--- src/rtl/bus_arbiter_lv1_lv2.sv ---
// ----------------------------------------------------------------------------
// bus_arbiter_lv1_lv2
//
// Arbiter for the shared lv1<->lv2 bus. It grants one processor-side
// transaction at a time and rotates that grant round-robin across the cores.
// While a core owns the bus, the arbiter serialises the snoop responders and
// the lv2 responder. A watchdog raises a sticky flag when a proc transaction
// holds the bus for too long.
//
// Parameters
//   NUM_CORES    number of lv1 cores (2 or 4); request bits above NUM_CORES are ignored
//   ID_WID       width of the owner index
//   BUS_TIMEOUT  cycles of continuous proc grant before timeout_err sets (0 = off)
//
// Ports
//   clk                    in   system clock, all logic on posedge
//   rst                    in   synchronous active-high reset
//   bus_lv1_lv2_req_proc   in   per-core proc request, held until the transaction is done
//   bus_lv1_lv2_gnt_proc   out  one-hot proc grant
//   bus_lv1_lv2_req_snoop  in   per-core snoop request
//   bus_lv1_lv2_gnt_snoop  out  one-hot snoop grant
//   bus_lv1_lv2_req_lv2    in   lv2 request to drive the bus
//   bus_lv1_lv2_gnt_lv2    out  lv2 grant
//   bus_busy               out  any grant asserted
//   bus_owner_id           out  index of the current or last proc owner
//   timeout_err            out  sticky watchdog flag, cleared only by rst
// ----------------------------------------------------------------------------
module bus_arbiter_lv1_lv2 #(
    parameter int NUM_CORES   = 4,
    parameter int ID_WID      = 2,
    parameter int BUS_TIMEOUT = 1024
) (
    input  logic              clk,
    input  logic              rst,
    input  logic [3:0]        bus_lv1_lv2_req_proc,
    output logic [3:0]        bus_lv1_lv2_gnt_proc,
    input  logic [3:0]        bus_lv1_lv2_req_snoop,
    output logic [3:0]        bus_lv1_lv2_gnt_snoop,
    input  logic              bus_lv1_lv2_req_lv2,
    output logic              bus_lv1_lv2_gnt_lv2,
    output logic              bus_busy,
    output logic [ID_WID-1:0] bus_owner_id,
    output logic              timeout_err
);

    // REL_SNP / REL_LV2: the owner has already dropped its proc request, but
    // the sub-grant it started must run to completion before the bus is free.
    typedef enum logic [2:0] {
        IDLE,
        OWN,
        OWN_SNP,
        OWN_LV2,
        REL_SNP,
        REL_LV2
    } state_t;

    localparam logic [3:0] CORE_MASK = (NUM_CORES == 2) ? 4'b0011 : 4'b1111;
    localparam int WD_W = (BUS_TIMEOUT > 1) ? $clog2(BUS_TIMEOUT + 1) : 1;
    localparam logic [WD_W-1:0] WD_MAX  = WD_W'(BUS_TIMEOUT);
    localparam logic [WD_W-1:0] WD_LAST = WD_W'((BUS_TIMEOUT > 0) ? BUS_TIMEOUT - 1 : 0);

    state_t            state_q, state_d;
    logic [ID_WID-1:0] proc_ptr_q, proc_ptr_d;
    logic [ID_WID-1:0] snoop_ptr_q, snoop_ptr_d;
    logic [ID_WID-1:0] owner_d;
    logic [ID_WID-1:0] proc_win, snoop_win;
    logic [WD_W-1:0]   wd_cnt_q;
    logic [3:0]        req_proc_m, req_snoop_m, owner_mask;
    logic [3:0]        gnt_proc_d, gnt_snoop_d;
    logic              gnt_lv2_d, busy_d;
    logic              owner_req, snoop_req;

    // First requester found walking upward from ptr+1, wrapping at NUM_CORES.
    // The loop runs backwards so the nearest candidate is the last to assign.
    function automatic logic [ID_WID-1:0] rr_pick(input logic [3:0]        req,
                                                  input logic [ID_WID-1:0] ptr);
        logic [ID_WID-1:0] pick;
        int                idx;
        pick = ptr;
        for (int i = NUM_CORES; i >= 1; i--) begin
            idx = (int'(ptr) + i) % NUM_CORES;
            if (req[idx[1:0]]) pick = ID_WID'(idx);
        end
        return pick;
    endfunction

    // The owner never snoops its own transaction, so its snoop bit is masked.
    // The snoop pointer doubles as the index of the active snoop grant.
    assign req_proc_m  = bus_lv1_lv2_req_proc & CORE_MASK;
    assign owner_mask  = 4'b0001 << bus_owner_id;
    assign req_snoop_m = bus_lv1_lv2_req_snoop & CORE_MASK & ~owner_mask;
    assign owner_req   = |(req_proc_m & owner_mask);
    assign snoop_req   = |(bus_lv1_lv2_req_snoop & (4'b0001 << snoop_ptr_q));

    // State and registered outputs.
    always_ff @(posedge clk) begin
        if (rst) begin
            state_q               <= IDLE;
            proc_ptr_q            <= ID_WID'(NUM_CORES - 1);
            snoop_ptr_q           <= ID_WID'(NUM_CORES - 1);
            bus_owner_id          <= '0;
            bus_lv1_lv2_gnt_proc  <= '0;
            bus_lv1_lv2_gnt_snoop <= '0;
            bus_lv1_lv2_gnt_lv2   <= 1'b0;
            bus_busy              <= 1'b0;
        end else begin
            state_q               <= state_d;
            proc_ptr_q            <= proc_ptr_d;
            snoop_ptr_q           <= snoop_ptr_d;
            bus_owner_id          <= owner_d;
            bus_lv1_lv2_gnt_proc  <= gnt_proc_d;
            bus_lv1_lv2_gnt_snoop <= gnt_snoop_d;
            bus_lv1_lv2_gnt_lv2   <= gnt_lv2_d;
            bus_busy              <= busy_d;
        end
    end

    // Next-state logic. Sub-arbitration only starts from OWN, so a released
    // sub-grant always leaves one bubble cycle before the next one.
    always_comb begin
        state_d   = state_q;
        proc_win  = rr_pick(req_proc_m, proc_ptr_q);
        snoop_win = rr_pick(req_snoop_m, snoop_ptr_q);
        case (state_q)
            IDLE: begin
                if (|req_proc_m) state_d = OWN;
            end
            OWN: begin
                if (!owner_req)               state_d = IDLE;
                else if (|req_snoop_m)        state_d = OWN_SNP;
                else if (bus_lv1_lv2_req_lv2) state_d = OWN_LV2;
            end
            OWN_SNP: begin
                if (!snoop_req)     state_d = owner_req ? OWN : IDLE;
                else if (!owner_req) state_d = REL_SNP;
            end
            OWN_LV2: begin
                if (!bus_lv1_lv2_req_lv2) state_d = owner_req ? OWN : IDLE;
                else if (!owner_req)      state_d = REL_LV2;
            end
            REL_SNP: begin
                if (!snoop_req) state_d = IDLE;
            end
            REL_LV2: begin
                if (!bus_lv1_lv2_req_lv2) state_d = IDLE;
            end
            default: state_d = IDLE;
        endcase
    end

    // Next values of the registered outputs, decoded from the next state so
    // every grant appears on the edge that moves the FSM.
    always_comb begin
        proc_ptr_d  = proc_ptr_q;
        snoop_ptr_d = snoop_ptr_q;
        owner_d     = bus_owner_id;
        if (state_q == IDLE && state_d == OWN) begin
            proc_ptr_d = proc_win;
            owner_d    = proc_win;
        end
        if (state_q == OWN && state_d == OWN_SNP) snoop_ptr_d = snoop_win;

        gnt_proc_d  = '0;
        gnt_snoop_d = '0;
        gnt_lv2_d   = 1'b0;
        case (state_d)
            OWN: begin
                gnt_proc_d = 4'b0001 << owner_d;
            end
            OWN_SNP: begin
                gnt_proc_d  = 4'b0001 << owner_d;
                gnt_snoop_d = 4'b0001 << snoop_ptr_d;
            end
            OWN_LV2: begin
                gnt_proc_d = 4'b0001 << owner_d;
                gnt_lv2_d  = 1'b1;
            end
            REL_SNP: begin
                gnt_snoop_d = 4'b0001 << snoop_ptr_d;
            end
            REL_LV2: begin
                gnt_lv2_d = 1'b1;
            end
            default: ;
        endcase
        busy_d = (|gnt_proc_d) | (|gnt_snoop_d) | gnt_lv2_d;
    end

    // Watchdog: counts cycles with a proc grant visible, saturating, and is
    // cleared once the bus is back in IDLE. It only flags; grants stay up.
    always_ff @(posedge clk) begin
        if (rst) begin
            wd_cnt_q    <= '0;
            timeout_err <= 1'b0;
        end else if (|bus_lv1_lv2_gnt_proc) begin
            if (wd_cnt_q < WD_MAX) wd_cnt_q <= wd_cnt_q + 1'b1;
            if (BUS_TIMEOUT > 0 && wd_cnt_q >= WD_LAST) timeout_err <= 1'b1;
        end else if (state_q == IDLE) begin
            wd_cnt_q <= '0;
        end
    end

endmodule

--- config.mk ---
export PLATFORM = sky130hd
export DESIGN_NAME = bus_arbiter_lv1_lv2
export DESIGN_NICKNAME = d
export VERILOG_FILES = /design/src/rtl/bus_arbiter_lv1_lv2.sv
export SDC_FILE = /design/constraint.sdc
export NUM_CORES = 1
export LEC_CHECK = 0
export ABC_AREA = 0
export CAP_MARGIN = 15
export CORE_MARGIN = 1.5
export CORE_UTILIZATION = 30
export DETAILED_ROUTE_END_ITERATION = 7
export HOLD_SLACK_MARGIN = 0.08
export SETUP_SLACK_MARGIN = 0.15
export SLEW_MARGIN = 20
export SYNTH_ARGS = -nofsm -noshare
export SYNTH_HDL_FRONTEND = slang
export SYNTH_SLANG_ARGS = --single-unit
--- constraint.sdc ---
create_clock -name clk -period 2.5 [get_ports clk]
set_input_delay 0.25 -clock clk [delete_from_list [all_inputs] [get_ports clk]]
set_output_delay 0.25 -clock clk [all_outputs]
set_load 0.1 [all_outputs]
# Word-level counts from Yosys, hierarchy flattened
# Index checks and enable logic that the tools add are counted.
[totals] regBits=31 input_bits=11 output_inout_bits=13 elab_cells=110
[op_classes] addsub=9 order_cmp=10 n_eq_ne=11 shifts=4 n_mux=44 bitwise_logic=6 reduce_logical=16
[op_table] cell="$mux W11" n=3
[op_table] cell="$mux W3" n=10
[op_table] cell="$reduce_or A4 Y1" n=7
[op_table] cell="$lt A2 B3 Y1 const B" n=8
[op_table] cell="$mux W2" n=10
[op_table] cell="$pmux W3 S6" n=1
[op_table] cell="$bmux W1 S2" n=8
[op_table] cell="$shl A1 B2 Y4 const A" n=4
[op_table] cell="$and A4 B4 Y4" n=3
[op_table] cell="$eq A3 B2 Y1 const B" n=4
[op_table] cell="$eq A3 B3 Y1 const B" n=4
[op_table] cell="$add A11 B1 Y11 const B" n=1
[op_table] cell="$ge A11 B10 Y1 const B" n=1
[op_table] cell="$lt A11 B11 Y1 const B" n=1
[op_table] cell="$mux W1" n=10
[op_table] cell="$add A2 B1 Y2 const B" n=4
[op_table] cell="$add A2 B2 Y2 const B" n=4
[op_table] cell="$mux W4" n=2
[op_table] cell="$eq A3 B1 Y1 const B" n=2
[op_table] cell="$not A4 Y4" n=1
[op_table] cell="$reduce_and A2 Y1" n=2
[op_table] cell="$reduce_or A2 Y1" n=2
[op_table] cell="$logic_not A3 Y1" n=1
[op_table] cell="$reduce_or A3 Y1" n=1
[op_table] cell="4 further kinds" n=6

# Depth between registers and ports, before layout
[logic_depth] word_depth=15 depth_mapped=9 mapped_depth_nobuf=8

# Least setup slack after synthesis
# OpenSTA, ideal clock, no wires.
[synth_path] kind="register to register" from="register bus_owner_id[0]" to="register bus_lv1_lv2_gnt_proc[2]" arrival_time_ns=2.654 path_slack_ns=-0.258 stages_incl_launch_ff=7 path_buffers=1 synth_period_minus_slack_ns=2.758 path_cell_list="dfxtp_1 -> buf_6 -> mux4_2 -> or2_4 -> o311ai_4 -> o21ai_2 -> a2111oi_2"
[synth_between] elab_chain_cells=12
[synth_rtl] item="from (decl)" line="42" text="output logic [ID_WID-1:0] bus_owner_id,"
[synth_rtl] item="from (signal assigned)" line="110" text="bus_owner_id <= owner_d;"
[synth_rtl] item="$shl A1 B2 Y4" line="90" text="assign owner_mask = 4'b0001 << bus_owner_id;"
[synth_rtl] item="$not A4 Y4" line="91" text="assign req_snoop_m = bus_lv1_lv2_req_snoop & CORE_MASK & ~owner_mask;"
[synth_rtl] item="$and A4 B4 Y4" line="91"
[synth_rtl] item="$reduce_or A4 Y1" line="130" text="else if (|req_snoop_m) state_d = OWN_SNP;"
[synth_rtl] item="$mux W3" line="130"
[synth_rtl] item="$mux W3" line="129" text="if (!owner_req) state_d = IDLE;"
[synth_rtl] item="$pmux W3 S6" line="124" text="case (state_q)"
[synth_rtl] item="$eq A3 B1 Y1" line="157, 166"
[synth_rtl] item="$logic_and A1 B1 Y1" line="157" text="if (state_q == IDLE && state_d == OWN) begin"
[synth_rtl] item="$mux W2" line="157"
[synth_rtl] item="$shl A1 B2 Y4" line="168, 171, 175"
[synth_rtl] item="$mux W4 (*)"
[synth_rtl] item="to (signal assigned)" line="111" text="bus_lv1_lv2_gnt_proc <= gnt_proc_d;"
[synth_rtl] item="to (decl)" line="36" text="output logic [3:0] bus_lv1_lv2_gnt_proc,"
# Every way passes the cells marked *; elsewhere a longest branch is shown, timed or not.
# A chain may end at the register's enable or synchronous reset.

# Worst setup path after layout
[layout_path] from="input bus_lv1_lv2_req_proc[2]" to="register bus_lv1_lv2_gnt_proc[2]"
[layout_between] elab_chain_cells=10
[layout_rtl] item="from (decl)" line="35" text="input logic [3:0] bus_lv1_lv2_req_proc,"
[layout_rtl] item="$and A4 B4 Y4" line="92" text="assign owner_req = |(req_proc_m & owner_mask);"
[layout_rtl] item="$reduce_or A4 Y1" line="92"
[layout_rtl] item="$mux W1 (tied with other cells)" line="134, 138"
[layout_rtl] item="$mux W3 (on tied branches)" line="138, 134"
[layout_rtl] item="$pmux W3 S6" line="124"
[layout_rtl] item="$eq A3 B1 Y1" line="157, 166"
[layout_rtl] item="$logic_and A1 B1 Y1" line="157"
[layout_rtl] item="$mux W2" line="157"
[layout_rtl] item="$shl A1 B2 Y4" line="168, 171, 175"
[layout_rtl] item="$mux W4 (*)"
# Every way passes the cells marked *; elsewhere a longest branch is shown, timed or not. The select of a mux whose other input is x is not followed.

==> impl_results.html <==
<table>
<tr><th>Metric</th><th>Value</th></tr>
<tr><th colspan="2">Outcome</th></tr>
<tr><td>Outcome</td><td>complete, no violations</td></tr>
<tr><th colspan="2">Clocking</th></tr>
<tr><td>CTS tree</td><td>yes</td></tr>
<tr><td>Clock Path Buffers</td><td>2</td></tr>
<tr><td>Skew-Pair Late Insertion Delay</td><td>0.27 ns</td></tr>
<tr><td>Clock-pin slew reported for the worst setup and hold paths after clock tree synthesis</td><td>0.06 ns</td></tr>
<tr><td>Root buffer cell</td><td>sky130_fd_sc_hd__clkbuf_8</td></tr>
<tr><td># H-tree levels</td><td>2</td></tr>
<tr><td>Clock sink count</td><td>31</td></tr>
<tr><td>Post-CTS setup buffers</td><td>0</td></tr>
<tr><td>Number of buffers added to fix hold violations after cts</td><td>0</td></tr>
<tr><td>Cts repair resizes</td><td>0</td></tr>
<tr><td>Number of buffers added by the clock tree synthesis step</td><td>5</td></tr>
<tr><th colspan="2">Yosys</th></tr>
<tr><td>FF+latch count, synth</td><td>31</td></tr>
<tr><td>Top cells by area, synth</td><td>sky130_fd_sc_hd__dfxtp_1, sky130_fd_sc_hd__nor2_1, sky130_fd_sc_hd__nand2_1</td></tr>
<tr><td>Number of instances in the synthesized netlist</td><td>207</td></tr>
<tr><td>Dominant cell by count in the synthesized netlist</td><td>sky130_fd_sc_hd__dfxtp_1</td></tr>
<tr><td>Total standard cell area after synthesis</td><td>1720 um2</td></tr>
<tr><td>Post-synthesis average cell area</td><td>around 8.3 um2</td></tr>
<tr><td>Largest area contributor in the netlist</td><td>sky130_fd_sc_hd__dfxtp_1</td></tr>
<tr><td>Share of the synthesized area in the top cell type</td><td>between 30% and 40%</td></tr>
<tr><td>Nets in the synthesized netlist</td><td>between 200 and 250</td></tr>
<tr><td>Number of synthesized flops with an enable pin</td><td>0</td></tr>
<tr><td>Number of different library cells in the post-synthesis netlist</td><td>50</td></tr>
<tr><td>Share of flip-flops with an asynchronous set or reset</td><td>0%</td></tr>
<tr><td>Commonest cells in the netlist</td><td>sky130_fd_sc_hd__dfxtp_1, sky130_fd_sc_hd__nor2_1, sky130_fd_sc_hd__nand2_1</td></tr>
<tr><td>Synthesis warning total</td><td>0</td></tr>
<tr><td>Dominant register cell in the synthesized netlist</td><td>sky130_fd_sc_hd__dfxtp_1</td></tr>
<tr><td>Portion of the post-synthesis area used by sequential elements</td><td>36.0%</td></tr>
<tr><th colspan="2">STA</th></tr>
<tr><td>Tightest Pin Transition</td><td>0.514 ns</td></tr>
<tr><td>Clock period minus worst slack</td><td>between 2 and 2.5 ns</td></tr>
<tr><td>Max frequency</td><td>467 MHz</td></tr>
<tr><td>Sum of negative setup slack</td><td>0 ns</td></tr>
<tr><td>Number of endpoints failing setup at the final stage</td><td>0</td></tr>
<tr><td>Largest clock skew in the final design</td><td>0.00387 ns</td></tr>
<tr><td>Post-route fraction of the period consumed by the critical path</td><td>a little under nine tenths</td></tr>
<tr><td>Unrepaired setup endpoints after global routing</td><td>false</td></tr>
<tr><td>Worst rel slew slack</td><td>~65%</td></tr>
<tr><td>Pins over their slew limit</td><td>0</td></tr>
<tr><td>Number of endpoints with negative hold slack in the final report</td><td>0</td></tr>
<tr><th colspan="2">Worst setup path</th></tr>
<tr><td>Largest delay share family, worst path</td><td>compound AO/OA/AOI/OAI gates</td></tr>
<tr><td>Number of logic stages on the critical path including buffering</td><td>6</td></tr>
<tr><td>Worst flop-to-flop path startpoint</td><td>snoop_ptr_q[1]</td></tr>
<tr><td>Arrival time of data at the critical path endpoint</td><td>approximately 2.3 ns</td></tr>
<tr><td>Worst setup startpoint</td><td>bus_lv1_lv2_req_proc[2]</td></tr>
<tr><td>Critical path fanouts, max</td><td>5</td></tr>
<tr><td>Worst reg2reg setup slack</td><td>0.38 ns</td></tr>
<tr><td>Largest stage delay on the critical path</td><td>0.51 ns</td></tr>
<tr><td>Type of element launching the critical path</td><td>input port</td></tr>
<tr><td>Critical R2R Capture</td><td>bus_lv1_lv2_gnt_proc[2]</td></tr>
<tr><td>Buf+Inv Stages, Crit Path</td><td>1</td></tr>
<tr><td>Ordered list of cells on the worst path</td><td>clkdlybuf4s50_1 &gt; mux4_2 &gt; or2_4 &gt; o311ai_4 &gt; o21ai_2 &gt; a2111oi_2</td></tr>
<tr><td>Type of element capturing the critical path</td><td>register</td></tr>
<tr><td>Number of cells traversed by the worst register-to-register path</td><td>8</td></tr>
<tr><td>CP max stage cell</td><td>sky130_fd_sc_hd__mux4_2</td></tr>
<tr><td>End point of the critical path</td><td>bus_lv1_lv2_gnt_proc[2]</td></tr>
<tr><td>Classification of the worst setup path</td><td>input port to register</td></tr>
<tr><td>Critical Path RT</td><td>2.67 ns</td></tr>
<tr><th colspan="2">Die</th></tr>
<tr><td>Die boundary height</td><td>a little under 80 um</td></tr>
<tr><td>Initial standard-cell utilization of the core</td><td>31.1%</td></tr>
<tr><td>Core area</td><td>~5500 um2</td></tr>
<tr><td>Number of I/O pins</td><td>24</td></tr>
<tr><td>Die outline area</td><td>6210 um2</td></tr>
<tr><td>Standard-cell row count</td><td>27</td></tr>
<tr><td>Die Span X</td><td>78.8 um</td></tr>
<tr><th colspan="2">Power</th></tr>
<tr><td>Leakage component of the power</td><td>0.848 nW</td></tr>
<tr><td>Max VDD drop</td><td>0.677 mV</td></tr>
<tr><td>Power per cell area</td><td>772 nW/um2</td></tr>
<tr><th colspan="2">Placement</th></tr>
<tr><td>Port Buffers</td><td>23</td></tr>
<tr><td>Total placed cells including tap cells</td><td>between 300 and 400</td></tr>
<tr><td>Last weighted congestion value of the routability-driven placer</td><td>0.841</td></tr>
<tr><td>Placed instance area</td><td>2050 um2</td></tr>
<tr><td>Post-DP HPWL</td><td>2770 um</td></tr>
<tr><th colspan="2">Run</th></tr>
<tr><td>Max-Cap Viols</td><td>0</td></tr>
<tr><th colspan="2">Detailed routing</th></tr>
<tr><td>First-pass DRT Iterations</td><td>4</td></tr>
<tr><td>Residual antenna-violating net count after detailed routing</td><td>0</td></tr>
<tr><td>WL per Instance</td><td>~12 um</td></tr>
<tr><td>Aggregate routed wire length</td><td>3600 um</td></tr>
<tr><td>Overall via count from detail_route</td><td>1508</td></tr>
<tr><td>Average via count per standard cell</td><td>4.83</td></tr>
<tr><td>Initial DRC count</td><td>44</td></tr>
<tr><td>DRC violations left</td><td>0</td></tr>
<tr><th colspan="2">Global route</th></tr>
<tr><td>Wire length of the first global-routing pass</td><td>6270 um</td></tr>
<tr><td>Overflow left after global routing</td><td>0</td></tr>
<tr><td>Total global-route track usage</td><td>around an eighth</td></tr>
<tr><td>Vias in the first global route</td><td>1417</td></tr>
<tr><td>Pin count of the biggest net entering global routing</td><td>18</td></tr>
<tr><td>Number of antenna violations at the first check in global routing</td><td>0</td></tr>
<tr><th colspan="2">Layout</th></tr>
<tr><td># diodes</td><td>0</td></tr>
<tr><td>Total number of nets in the final design</td><td>256</td></tr>
<tr><td>Number of non-filler instances in the completed layout</td><td>312</td></tr>
<tr><td>Fraction of layout cells with a size suffix above 1</td><td>14.2%</td></tr>
<tr><td>Final Instance Area</td><td>~2100 um2</td></tr>
<tr><td># fillers</td><td>591</td></tr>
<tr><td>Area growth from synthesis to layout</td><td>23.1%</td></tr>
<tr><th colspan="2">Hold path</th></tr>
<tr><td>Class of the worst hold path</td><td>register to register</td></tr>
<tr><td>Hold wc startpoint</td><td>timeout_err</td></tr>
</table>
## worst min path at each step
stage | endpoint | slack (ns) | cells past startpoint
global route | timeout_err | 0.48 | 2
global placement | timeout_err | 0.44 | 2
finish | timeout_err | 0.45 | 2
CTS | timeout_err | 0.46 | 2
detailed placement | timeout_err | 0.45 | 2
floorplan | wd_cnt_q[8] | 0.47 | 2
## stage by stage
step,hold WS (ns),utilization [%],setup WS (ns),power [mW]
2_1_floorplan,0.472,-,0.223,1.12
3_3_place_gp,0.439,36.9,0.146,1.29
3_5_place_dp,0.445,36.9,0.0656,1.29
4_1_cts,0.456,38.3,0.372,1.66
5_1_grt,0.477,38.3,0.238,1.74
6_report,0.450,38.3,0.356,1.64
## power breakdown
part | leakage, nW | switching, mW | internal, mW
Sequential | 0.253 | 0.0587 | 0.548
Clock | 0.0383 | 0.162 | 0.191
Combinational | 0.557 | 0.442 | 0.236
Total | 0.848 | 0.663 | 0.975
## registers in the layout, summed over array words and instances (netlist names)
name and cells:
state_q 3, bus_lv1_lv2_gnt_snoop 4, wd_cnt_q 11, bus_owner_id 2, bus_lv1_lv2_gnt_proc 4, proc_ptr_q 2
bus_busy 1, snoop_ptr_q 2, timeout_err 1, bus_lv1_lv2_gnt_lv2 1
## layer usage
metal  GRT usage (%)  wire [um]
met1            16.6       1890
met2            19.7       1560
met3            3.45        131
met4            4.21         16
met5               0          0
## cell type report
type                       instances  area (um2)  area share, %
tap                               72        90.1           4.24
inverter                          10        37.5           1.77
sequential                        31         626           29.5
clock buffer                       7        76.3           3.59
timing repair buffer              30         250           11.8
multi-input combinational        162        1040           49.1
## worst min-delay path, cell delays in order (launching register included)
cell                      delay (ns)
sky130_fd_sc_hd__dfxtp_1        0.31
sky130_fd_sc_hd__inv_1          0.05
sky130_fd_sc_hd__a21oi_1        0.05
## logic make-up (layout without fill, tap and decap cells)
kind of cell	Yosys count	after routing	synth area share (%)
AND/OR/NAND/NOR	91	91	27.0
AO/OA/AOI/OAI	53	53	21.9
flip-flops	31	31	36.0
buffers and inverters	14	47	3.48
multiplexers	7	7	4.93
XOR/XNOR	6	6	3.05
adder cells (fa/ha/maj)	5	5	3.63
## placed cells by master, fill, tap and decap left out, types with 4 or more instances in the layout
master                            count
sky130_fd_sc_hd__a21oi_1             12
sky130_fd_sc_hd__a31oi_1              7
sky130_fd_sc_hd__and3_1               5
sky130_fd_sc_hd__buf_4               20
sky130_fd_sc_hd__clkbuf_8             5
sky130_fd_sc_hd__clkdlybuf4s50_1     10
sky130_fd_sc_hd__dfxtp_1             29
sky130_fd_sc_hd__ha_1                 5
sky130_fd_sc_hd__inv_1               10
sky130_fd_sc_hd__mux2i_1              4
sky130_fd_sc_hd__nand2_1             20
sky130_fd_sc_hd__nand2b_1             6
sky130_fd_sc_hd__nand3_1              5
sky130_fd_sc_hd__nor2_1              26
sky130_fd_sc_hd__nor2b_1              9
sky130_fd_sc_hd__nor3_1               5
sky130_fd_sc_hd__o21ai_0              7
sky130_fd_sc_hd__o22ai_1              4
Note: power is estimated with default switching activity, not from simulation.
